==> src/rtl/dispense_timer.sv <==
// dispense_timer: mm:ss countdown timer driving a 4-phase stepper dispense sequence.
// A loaded setpoint counts down once per second tick. At 0:00 the motor is stepped a
// fixed number of times. A blocked path pauses the motor, and a jam that persists
// latches a fault. Every output is a flop, so each output is computed from the next state.
module dispense_timer #(
    parameter int MIN_W          = 6,
    parameter int TICKS_PER_SEC  = 50,
    parameter int STEP_DIV       = 4,
    parameter int DISPENSE_STEPS = 512,
    parameter int BLOCK_TIMEOUT  = 1024
) (
    input  logic             clk,
    input  logic             rst_n,
    input  logic             set_time,
    input  logic [5:0]       set_sec,
    input  logic [MIN_W-1:0] set_min,
    input  logic             run_en,
    input  logic             auto_reload,
    input  logic             sensor,
    output logic [5:0]       count_sec,
    output logic [MIN_W-1:0] count_min,
    output logic [3:0]       motor_phase,
    output logic             dispensing,
    output logic             done_pulse,
    output logic             fault
);

    // Each counter is one bit wider than its limit needs, so no counter can reach its limit and wrap unnoticed.
    localparam int TICK_W = $clog2(TICKS_PER_SEC) + 1;
    localparam int DIV_W  = $clog2(STEP_DIV) + 1;
    localparam int STEP_W = $clog2(DISPENSE_STEPS) + 1;
    localparam int BLK_W  = $clog2(BLOCK_TIMEOUT) + 1;

    localparam logic [TICK_W-1:0] TICK_LAST = TICK_W'(TICKS_PER_SEC - 1);
    localparam logic [DIV_W-1:0]  DIV_LAST  = DIV_W'(STEP_DIV - 1);
    localparam logic [STEP_W-1:0] STEP_LAST = STEP_W'(DISPENSE_STEPS);
    localparam logic [BLK_W-1:0]  BLK_LIMIT = BLK_W'(BLOCK_TIMEOUT);

    typedef enum logic [2:0] {
        S_IDLE     = 3'd0,
        S_SET      = 3'd1,
        S_COUNT    = 3'd2,
        S_DISPENSE = 3'd3,
        S_HOLD     = 3'd4,
        S_FAULT    = 3'd5
    } state_t;

    state_t             state, state_n;
    logic [TICK_W-1:0]  tick_cnt, tick_n;
    logic [DIV_W-1:0]   div_cnt, div_n;
    logic [STEP_W-1:0]  step_cnt, step_n;
    logic [BLK_W-1:0]   blk_cnt, blk_n;
    logic [1:0]         phase_idx, phase_n;
    logic [5:0]         sp_sec, sp_sec_n;
    logic [MIN_W-1:0]   sp_min, sp_min_n;
    logic [5:0]         sec_n;
    logic [MIN_W-1:0]   min_n;
    logic [3:0]         motor_n;
    logic               dispensing_n, done_n, fault_n;
    logic [5:0]         sec_clamped;
    logic               count_zero, dec_to_zero, sp_zero;

    assign sec_clamped = (set_sec > 6'd59) ? 6'd59 : set_sec;
    assign count_zero  = (count_sec == 6'd0) && (count_min == '0);
    assign dec_to_zero = (count_sec == 6'd1) && (count_min == '0);
    assign sp_zero     = (sp_sec == 6'd0) && (sp_min == '0);

    // Register every piece of state. The synchronous active-low reset clears all of it, including the latched setpoint.
    always_ff @(posedge clk) begin
        if (!rst_n) begin
            state       <= S_IDLE;
            tick_cnt    <= '0;
            div_cnt     <= '0;
            step_cnt    <= '0;
            blk_cnt     <= '0;
            phase_idx   <= '0;
            sp_sec      <= '0;
            sp_min      <= '0;
            count_sec   <= '0;
            count_min   <= '0;
            motor_phase <= '0;
            dispensing  <= 1'b0;
            done_pulse  <= 1'b0;
            fault       <= 1'b0;
        end else begin
            state       <= state_n;
            tick_cnt    <= tick_n;
            div_cnt     <= div_n;
            step_cnt    <= step_n;
            blk_cnt     <= blk_n;
            phase_idx   <= phase_n;
            sp_sec      <= sp_sec_n;
            sp_min      <= sp_min_n;
            count_sec   <= sec_n;
            count_min   <= min_n;
            motor_phase <= motor_n;
            dispensing  <= dispensing_n;
            done_pulse  <= done_n;
            fault       <= fault_n;
        end
    end

    // Compute the next state and counters. set_time overrides every state. The outputs are then derived from the next state.
    always_comb begin
        state_n  = state;
        tick_n   = tick_cnt;
        div_n    = div_cnt;
        step_n   = step_cnt;
        blk_n    = blk_cnt;
        phase_n  = phase_idx;
        sp_sec_n = sp_sec;
        sp_min_n = sp_min;
        sec_n    = count_sec;
        min_n    = count_min;
        done_n   = 1'b0;

        if (set_time) begin
            state_n  = S_SET;
            sec_n    = sec_clamped;
            min_n    = set_min;
            sp_sec_n = sec_clamped;
            sp_min_n = set_min;
            tick_n   = '0;
        end else begin
            case (state)
                S_IDLE: begin
                    if (run_en && !count_zero) begin
                        state_n = S_COUNT;
                    end
                end
                S_SET: begin
                    state_n = S_IDLE;
                end
                S_COUNT: begin
                    if (run_en) begin
                        if (tick_cnt == TICK_LAST) begin
                            tick_n = '0;
                            if (count_sec != 6'd0) begin
                                sec_n = count_sec - 6'd1;
                            end else if (count_min != '0) begin
                                sec_n = 6'd59;
                                min_n = count_min - 1'b1;
                            end else begin
                                state_n = S_IDLE;
                            end
                            if (dec_to_zero) begin
                                state_n = S_DISPENSE;
                                step_n  = STEP_W'(1);
                                div_n   = '0;
                                phase_n = '0;
                                blk_n   = '0;
                            end
                        end else begin
                            tick_n = tick_cnt + 1'b1;
                        end
                    end
                end
                S_DISPENSE: begin
                    if (sensor) begin
                        state_n = S_HOLD;
                        blk_n   = '0;
                    end else if (div_cnt == DIV_LAST) begin
                        div_n = '0;
                        if (step_cnt == STEP_LAST) begin
                            done_n = 1'b1;
                            if (auto_reload && !sp_zero) begin
                                state_n = S_COUNT;
                                sec_n   = sp_sec;
                                min_n   = sp_min;
                                tick_n  = '0;
                            end else begin
                                state_n = S_IDLE;
                            end
                        end else begin
                            step_n  = step_cnt + 1'b1;
                            phase_n = phase_idx + 2'd1;
                        end
                    end else begin
                        div_n = div_cnt + 1'b1;
                    end
                end
                S_HOLD: begin
                    if (!sensor) begin
                        state_n = S_DISPENSE;
                        blk_n   = '0;
                    end else begin
                        blk_n = blk_cnt + 1'b1;
                        if (blk_n == BLK_LIMIT) begin
                            state_n = S_FAULT;
                        end
                    end
                end
                S_FAULT: begin
                    state_n = S_FAULT;
                end
                default: begin
                    state_n = S_IDLE;
                end
            endcase
        end

        motor_n      = (state_n == S_DISPENSE) ? (4'b0001 << phase_n) : 4'b0000;
        dispensing_n = (state_n == S_DISPENSE) || (state_n == S_HOLD);
        fault_n      = (state_n == S_FAULT);
    end

endmodule

==> config.mk <==
export PLATFORM = sky130hd
export DESIGN_NAME = dispense_timer
export DESIGN_NICKNAME = d
export VERILOG_FILES = /design/src/rtl/dispense_timer.sv
export SDC_FILE = /design/constraint.sdc
export NUM_CORES = 1
export LEC_CHECK = 0
export CAP_MARGIN = 20
export CORE_AREA = 2 2 94 96
export CTS_CLUSTER_DIAMETER = 30
export DETAILED_ROUTE_END_ITERATION = 10
export DIE_AREA = 0 0 96 98
export GPL_TIMING_DRIVEN = 0
export PLACE_DENSITY = 0.66
export SLEW_MARGIN = 20
export SYNTH_ARGS = -nofsm -noshare
export SYNTH_HDL_FRONTEND = slang
export SYNTH_SLANG_ARGS = --single-unit
export TNS_END_PERCENT = 20
==> constraint.sdc <==
create_clock -name clk -period 3.95 [get_ports clk]
set_input_delay 0.79 -clock clk [delete_from_list [all_inputs] [get_ports clk]]
set_output_delay 0.79 -clock clk [all_outputs]
set_load 0.005 [all_outputs]
==> impl_results.md, run 1 <==
* Post-Syn Area at 3730 sq um
* Post-cts hold buffer count at 0
* Initial DRC count at 170
* Inserted Diodes at 0
* Final hold slack at ~470 ps
* Worst path required time at between 4000 and 5000 ps
* Fillers at 811
* GR peak layer: met2
* Max FO, Critical Path at 10
* Die H at between 90 and 100 um
* Cell area after layout at roughly 4400 sq um
* Clk buf depth at 2
* Share of cells above drive strength 1 at 0.0615
* Met1 layer usage reported by global route at 0.288
* I/O pin total at 37
* Total Wirelength at 9630 um
* CTS sink cnt at between 60 and 70
* Sequential cell area at between 1000 and 1500 sq um
* Critical Path AT at between 3000 and 4000 ps
* CP peak stage delay at 580 ps
* Fin. max-slew vios at 0
* Met3 Track Usage GR at 0.0378
* Syn. warnings at 0
* Critical setup path kind: in -> reg
* Synth Register Bits at 67
* Final hold vios at 0
* Nets at between 500 and 600
* Hold crit path type: reg -> reg
* Starting Density at 0.440
* Core area at 8470 sq um
* Max Cap Viol at 0
* Lkg Pwr at roughly 1.6 nW
* WP buf/inv at 4
* Rows at 34
* Via density at ~5.8
* Initial antenna violation count at 0
* Pre-CTS setup slack at about 560 ps
* Full die area at between 9000 and 10000 sq um
* Slowest stage cell, crit path: clkdlybuf4s50_1
* Grt total ovfl at 0
* Post-synth cell types at 65
* Buffers on Ports at 35
* CP Launch Type: input pin
* Routability cong. at around 0.9
* Dpl cells at ~600
* Area occupied by multi-input gates at approximately 2200 sq um
* Worst-path clk slew at ~70 ps
* Crit path max-delay family: buffers and inverters
* PwrDens at 344 nW/um^2
* Min Tclk post-route at roughly 3100 ps
* Setup TNS at 0 ps
* Async S/R FF share, synth at 0
* Syn Inst Count at 455
* Rel. slew slack at 0.294
* Wire length per cell at 15.7 um
* # resized after CTS at 0
* HPWL Detailed at about 7000 um
* Post-synth net total at between 400 and 500
* Drc violations at 0
* Period utilization at 0.789
* Clock Latency Late Sink at about 350 ps
* Die W at between 90 and 100 um
* Vias at 3525
* Layout Cells excl Fill at 612
* Largest net degree at the start of global routing at 11
* Htree depth at 3
* Post-synth EDFFs at 0
* Inserted Clock Buffers at 9
* GRT Util Overall at 0.216
* Seq/Total Area, Yosys at 0.360
* Met2 Use GR at 0.331
* Avg Cell Area, Syn at between 8 and 9 sq um
* CP Capture Type: flop
* CP most frequent cell: clkbuf_1
* Max rail drop VDD at ~0.0002 V
* Clock skew at about 13 ps
* Root buf cell: clkbuf_8
* Worst-Margin Slew at ~1000 ps
* CP cell instances: clkdlybuf4s50_1, clkbuf_1, buf_1, clkbuf_1, o21ai_0, a311oi_1
* Drt first pass iters at 4
* Postcts setup bufs at 0
* Area Growth Syn to Fin at 18.4%
* RSZ-0062 raised after global routing: no
* CTS tree: yes
* First-pass GRT wire length at 16100 um
* Fmax at 321 MHz
* Top_reg_cell synth: dfxtp_1
* Outcome: finished clean
* Final worst slack at 834 ps
* Vias in the first global route at about 3400
* Final ANT Viol Nets at 0
* Final setup violation count at 0
* Area after DPL at approximately 4200 sq um
flip-flops by register name (all words and copies together) (netlist names):
| name | flops |
|---|---|
| phase_idx | 2 |
| state | 3 |
| done_pulse | 1 |
| div_cnt | 3 |
| sp_sec | 6 |
| blk_cnt | 11 |
| motor_phase | 4 |
| dispensing | 1 |
| sp_min | 6 |
| count_sec | 6 |
| count_min | 6 |
| step_cnt | 10 |
| fault | 1 |
| tick_cnt | 7 |
cells in the mapped netlist (all sizes together) (7+ instances only):
cell type | n | area (sq um)
dfxtp | 67 | 1340
nor2 | 58 | 218
nand2 | 34 | 128
a21oi | 29 | 160
o21ai | 24 | 124
nor3 | 21 | 105
clkbuf | 17 | 63.8
nand2b | 17 | 106
nand3 | 16 | 80.1
xnor2 | 15 | 131
nor4 | 13 | 103
inv | 12 | 45.0
ha | 10 | 125
nor3b | 10 | 86.3
nand4 | 9 | 56.3
a32o | 7 | 70.1
mux2i | 7 | 70.1
cell usage in the layout, fill, tap and decap left out, types with 11 or more instances in the layout:
master | Yosys | routed
clkdlybuf4s50_1 | 0 | 35
nand3_1 | 16 | 16
inv_1 | 12 | 12
nor4_1 | 11 | 11
nor3_1 | 21 | 21
o21ai_0 | 21 | 21
clkbuf_8 | 0 | 12
nor2_1 | 58 | 58
nand2_1 | 34 | 34
a21oi_1 | 27 | 27
nand2b_1 | 17 | 17
clkbuf_1 | 17 | 17
xnor2_1 | 15 | 15
dfxtp_1 | 67 | 67
path summary, 6_finish.rpt:
check,startpoint,end,slack (ps),cells after the start
setup / recovery,set_time,count_sec[1]$_SDFFE_PN0P_,830,6
hold / removal,div_cnt[2]$_SDFFE_PN0P_,div_cnt[2]$_SDFFE_PN0P_,470,1
setup reg to reg,tick_cnt[0]$_SDFFE_PP0P_,count_sec[1]$_SDFFE_PN0P_,1240,8
hold reg to reg,div_cnt[2]$_SDFFE_PN0P_,div_cnt[2]$_SDFFE_PN0P_,470,1
worst reg2reg max path, stage by stage (launching register included):
cell	delay, ps
dfxtp_1	430
ha_1	180
nor4b_1	430
nor3b_1	310
a311oi_1	130
nor3_1	370
clkbuf_1	400
nor2_1	80
a311oi_1	280
cell type report:
class,count,area share
Clock inverter,2,0.00794
Multi-Input combinational cell,353,0.509
Buffer,23,0.0218
Clock buffer,12,0.0374
Tap cell,108,0.0306
Timing Repair Buffer,35,0.0794
Inverter,12,0.0102
Sequential cell,67,0.304
cell families after synthesis:
group	Yosys count	synth area share
simple gates	212	0.309
mux	8	0.0218
fa+ha+maj	10	0.0336
xor+xnor	18	0.0423
compound gates	105	0.196
flops	67	0.360
buf+inv	35	0.0379
report_power, final:
group / switching, mW / total [mW] / internal (mW) / leakage, nW
Clock: 0.253 / 0.589 / 0.335 / 0.104
Sequential: 0.0244 / 0.719 / 0.694 / 0.545
Combinational: 0.111 / 0.209 / 0.0982 / 0.939
layer usage:
layer	vias up	part of all wire
met1	1653	0.49
met3	19	0.042
met4	0	0.025
li1	1763	-
met5	-	0
met2	90	0.45
per-stage QoR:
| stage | power [mW] | util |
|---|---|---|
| 2_1_floorplan | 0.862 | - |
| 3_3_place_gp | 0.938 | 0.497 |
| 3_5_place_dp | 0.942 | 0.497 |
| 4_1_cts | 1.53 | 0.521 |
| 5_1_grt | 1.58 | 0.521 |
| 6_report | 1.52 | 0.521 |
Power figures use the tool's default switching activity.
==> inputs of run 2 (changes only) <==
==> constraint.sdc (replaced) <==
create_clock -name clk -period 2.95 [get_ports clk]
set_input_delay 0.59 -clock clk [delete_from_list [all_inputs] [get_ports clk]]
set_output_delay 0.59 -clock clk [all_outputs]
set_load 0.005 [all_outputs]
==> impl_results.md, run 2 (synthesized netlist as in run 1, its figures left out) <==
* Max Cap Viol at 0 (unchanged)
* Die H at 98 um (unchanged)
* Vias at 3539 (was 3525)
* Vias in the first global route at 3419 (unchanged)
* Outcome: finished clean (unchanged)
* Switch Pwr at 0.520 mW (was 0.388 mW)
* Via density at 5.78 (was 5.76)
* Root buf cell: clkbuf_8 (unchanged)
* Most frequent cells in the layout: dfxtp_1, nor2_1, clkdlybuf4s50_1 (unchanged)
* Worst-Margin Slew at 1050 ps (about the same)
* Nets at 529 (unchanged)
* Final hold vios at 0 (unchanged)
* Comb pwr share at 0.139 (was 0.138)
* Power share of the sequential group at 0.474 (about the same)
* Rel. slew slack at 0.292 (was 0.294)
* Cell area after layout at 4420 sq um (was 4410 sq um)
* P_int at 1.51 mW (was 1.13 mW)
* Lkg Pwr at 1.60 nW (was 1.59 nW)
* I/O pin total at 37 (unchanged)
* CTS tree: yes (unchanged)
* Worst path required time at 3180 ps (was 4190 ps)
* FF-to-FF setup slack at 250 ps (was 1240 ps)
* Reg2reg path depth at 7 (was 8)
* Period utilization at 0.953
* Top reg by flops: blk_cnt (unchanged)
* Drt first pass iters at 4 (unchanged)
* Clock skew at 13.2 ps (was 13.0 ps)
* Clk buf depth at 2 (unchanged)
* Final ANT Viol Nets at 0 (unchanged)
* Part of the power in the clock network at 0.388 (about the same)
* First-pass GRT wire length at 16100 um (unchanged)
* Total Wirelength at 9670 um (was 9630 um)
* CTS sink cnt at 67 (unchanged)
* Share of cells above drive strength 1 at 0.0675 (was 0.0615)
* Full die area at 9410 sq um (unchanged)
* GRT Util Overall at 0.216 (unchanged)
* HPWL Detailed at 7000 um (unchanged)
* Max FO, Critical Path at 10 (unchanged)
* Largest net degree at the start of global routing at 11 (unchanged)
* Clock Latency Late Sink at 350 ps (about the same)
* Layout Cells excl Fill at 612 (unchanged)
* Routability cong. at 0.878 (unchanged)
* Grt total ovfl at 0 (unchanged)
* Hold crit path type: reg -> reg (unchanged)
* Final core occ at 0.522 (was 0.521)
* Fmax at roughly 360 MHz
* Area after DPL at 4210 sq um (unchanged)
* Max rail drop VDD at 0.000276 V (was 0.000206 V)
* Critical setup path kind: in -> reg (unchanged)
* Wire length per cell at 15.8 um (was 15.7 um)
* Top flop regs: blk_cnt (11), step_cnt (10), tick_cnt (7) (unchanged)
* PwrDens at 460 nW/um^2 (was 344 nW/um^2)
* Worst-path clk slew at 70 ps (about the same)
* Dpl cells at 598 (unchanged)
* RSZ-0062 raised after global routing: no (unchanged)
* CP endpoint: count_sec[1]$_SDFFE_PN0P_ (unchanged)
* Core area at 8470 sq um (unchanged)
* Min Tclk post-route at approximately 2800 ps
* Sw frac at 0.256 (about the same)
* Inserted Diodes at 0 (unchanged)
* Buffers on Ports at 35 (unchanged)
* Initial DRC count at 191 (was 170)
* Critical Path AT at 3040 ps (was 3350 ps)
* CP Capture Type: flop (unchanged)
* Max FFs per register at 11 (unchanged)
* Setup crit start: set_time (unchanged)
* Htree depth at 3 (unchanged)
* CP Launch Type: input pin (unchanged)
* Commonest non-fill, non-tap cell in the layout: dfxtp_1 (unchanged)
* Fin. max-slew vios at 0 (unchanged)
* Area Growth Syn to Fin at 18.5% (was 18.4%)
* Rows at 34 (unchanged)
* Inserted Clock Buffers at 9 (unchanged)
* Die W at 96 um (unchanged)
* Postcts setup bufs at 0 (unchanged)
* Drc violations at 0 (unchanged)
* Initial antenna violation count at 0 (unchanged)
* Reg-to-Reg Start: tick_cnt[0]$_SDFFE_PP0P_ (unchanged)
* Final setup violation count at 0 (unchanged)
* Fillers at 812 (was 811)
* Starting Density at 0.440 (unchanged)
* R2R Path End: blk_cnt[5]$_SDFFE_PN0P_ (was count_sec[1]$_SDFFE_PN0P_)
[run 2: final cells by class]
type                       instances  area [sq um]  area share
clock inverter                     2          35.0     0.00793
clock buffer                      12           165      0.0374
sequential                        67          1340       0.304
tap                              108           135      0.0306
inverter                          12          45.0      0.0102
timing repair buffer              35           350      0.0793
multi-input combinational        353          2240       0.508
buffer                            23           100      0.0227
[run 2: what timing repair did]
| item | 4_1_cts | 5_1_grt |
|---|---|---|
| hold buffers | 0 | 0 |
| setup endpoints to repair | 0 | 8 |
| endpoints found under the hold margin | 0 | 0 |
| gates resized for setup | 0 | 5 |
[run 2: power by group through the flow]
stage          registers (mW)  logic (mW)  clock network (mW)
2_1_floorplan           0.977       0.177                   0
3_3_place_gp            0.981       0.274                   0
3_5_place_dp            0.982       0.278                   0
4_1_cts                 0.962       0.280               0.805
5_1_grt                 0.967       0.310               0.844
6_report                0.963       0.281               0.787
[run 2: critical path: stages]
cell and delay, ps:
clkdlybuf4s50_1 580, clkbuf_1 410, clkbuf_2 360, clkbuf_1 460
o21ai_0 300, a311oi_1 330
[run 2: worst min path at each step]
stage | startpoint | to | slack, ps | cells after the start
2_1_floorplan | div_cnt[2]$_SDFFE_PN0P_ | div_cnt[2]$_SDFFE_PN0P_ | 440 | 1
3_3_place_gp | div_cnt[2]$_SDFFE_PN0P_ | div_cnt[2]$_SDFFE_PN0P_ | 440 | 1
3_5_place_dp | div_cnt[2]$_SDFFE_PN0P_ | div_cnt[2]$_SDFFE_PN0P_ | 450 | 1
4_1_cts | div_cnt[2]$_SDFFE_PN0P_ | div_cnt[2]$_SDFFE_PN0P_ | 460 | 1
5_1_grt | div_cnt[2]$_SDFFE_PN0P_ | div_cnt[2]$_SDFFE_PN0P_ | 480 | 1
6_report | div_cnt[2]$_SDFFE_PN0P_ | div_cnt[2]$_SDFFE_PN0P_ | 470 | 1
[run 2: through the flow]
| stage | hold slack, ps | worst slack (ps) | setup TNS (ps) | total power, mW |
|---|---|---|---|---|
| 2_1_floorplan | 440 | 520 | 0 | 1.15 |
| 3_3_place_gp | 445 | -285 | -1310 | 1.26 |
| 3_5_place_dp | 454 | -243 | -900 | 1.26 |
| 4_1_cts | 464 | 77.5 | 0 | 2.05 |
| 5_1_grt | 483 | 19.5 | 0 | 2.12 |
| 6_report | 470 | 139 | 0 | 2.03 |
[run 2: routing by layer]
layer	GRT usage	vias up	routed length, um
li1	-	1762	-
met1	0.288	1664	4650
met3	0.0378	19	431
met2	0.331	94	4340
met5	0	-	0
met4	0.110	0	242
==> edit, RTL diff (config.mk and constraints of run 2) <==
Encoding of `state_t`: now one-hot (6 bits for 6 states).
--- a/src/rtl/dispense_timer.sv
+++ b/src/rtl/dispense_timer.sv
@@ -36,13 +36,13 @@
     localparam logic [STEP_W-1:0] STEP_LAST = STEP_W'(DISPENSE_STEPS);
     localparam logic [BLK_W-1:0]  BLK_LIMIT = BLK_W'(BLOCK_TIMEOUT);
 
-    typedef enum logic [2:0] {
-        S_IDLE     = 3'd0,
-        S_SET      = 3'd1,
-        S_COUNT    = 3'd2,
-        S_DISPENSE = 3'd3,
-        S_HOLD     = 3'd4,
-        S_FAULT    = 3'd5
+    typedef enum logic [5:0] {
+        S_IDLE     = 6'b000001,
+        S_SET      = 6'b000010,
+        S_COUNT    = 6'b000100,
+        S_DISPENSE = 6'b001000,
+        S_HOLD     = 6'b010000,
+        S_FAULT    = 6'b100000
     } state_t;
 
     state_t             state, state_n;
Check against the original RTL: no difference found for any inputs over 4 cycles, from zero or initial values and one cycle with rst_n low; so few cycles prove little.
==> edit against run 2 <==
Register-to-register slack got worse by 0.07 ns. Cell area rose by 7.6%. Worst setup slack improved by 0.040 ns. Synthesized area rose by 9.1%. Total power rose by 4.0%. Synthesized cell count rose by 8.8%. Sequential cell count rose by 3. Wire length rose by 18%. Largest power group unchanged.
==> edit: results (changes against run 2) <==
metric,value,unit,change
worst_hold_path_type,reg2reg,,
reg2reg_depth,8,,+1
buf_share,9.72,%,-0.49 points
post_dp_cell_area,4550,µm²,+8.0%
synthAdderAreaFrac,3.08,%,-0.28 points
timing.rr.end,count_min[0],,
arrival,3.07,ns,+0.03 ns
status,"finished, final reports clean",,
synth_xor_area_share,2.80,%,-1.4 points
clock-skew-final,0.0144,ns,+0.00111 ns
muxShareOfSynthArea,2.59,%,+0.40 points
synth_common_cells,"dfxtp_1 (70), nor2_1 (50), nand2_1 (42)",,
n_all_buffers,60,,+3.4%
grt_first_pass_wirelength,18600,µm,+16%
inverters,19,,+7
synth_cells,495,,+8.8%
nets,569,,+7.6%
syn-num-nets,523,,+8.3%
num-multi-input-gates,381,,+7.9%
grt_pass1_vias,3709,,+8.5%
yosysSeqAreaShare,34.5,%,-1.5 points
r2r_start,state[2],,
drt-total-wl,11400,µm,+18%
dp_cells,638,,+6.7%
reg2reg_slack,0.18,ns,-0.07 ns
ys_top_cells_by_area,"dfxtp_1 (34%), nor2_1 (4.6%), a21oi_1 (4.1%)",,
gp_congestion,0.882,,+0.50%
holdWs,0.485,ns,+0.0149 ns
clk_share,4.16,%,-0.37 points
clock_latency,0.37,ns,+0.02 ns
drive_above_1_share,9.16,%,+2.4 points
maxSlewHeadroom,51.4,%,+22 points
viasPerCell,6.01,,+4.0%
fin_util,56.1,%,+4.0 points
cts_setup_buffers,0,,unchanged
power.leakage,0.00170,µW,+6.2%
synth_cell_types,73,,+12%
grt_usage,25.3,%,+3.7 points
clk_pin_slew_worst_paths,0.09,ns,+0.02 ns
hpwl,8220,µm,+17%
seqAreaFraction,29.5,%,-0.89 points
p_sw,610,µW,+17%
min_path_cells,2,,+1
instances_no_fill,654,,+6.9%
n_fill_cell,810,,-0.25%
multi_input_area,2480,µm²,+11%
cts_max_level,3,,unchanged
edit: per-layer routing:
layer | routed length [µm] | GRT usage, %
met3 | 503 | 3.32
met5 | 0 | 0
met2 | 5420 | 39.8
met1 | 5310 | 34.6
met4 | 186 | 10.4
edit: worst max-delay path, stage by stage, from the launching register on:
cell,delay [ns]
dfxtp_1,0.33
clkbuf_1,0.22
nor2b_1,0.45
nand2_1,0.37
a21o_1,0.34
a31oi_1,0.44
buf_2,0.29
nor2_1,0.07
a211oi_1,0.19
edit: how the worst max path moves through the flow:
stage / slack, ns / cells after the start / endpoint / start
4_1_cts: 0.17 / 7 / tick_cnt[1] / sensor
2_1_floorplan: 0.57 / 10 / blk_cnt[3] / count_min[0]
3_3_place_gp: -0.21 / 7 / tick_cnt[1] / sensor
3_5_place_dp: -0.21 / 7 / tick_cnt[1] / sensor
6_report: 0.18 / 8 / count_min[0] / state[2]
5_1_grt: 0.01 / 9 / blk_cnt[7] / tick_cnt[0]
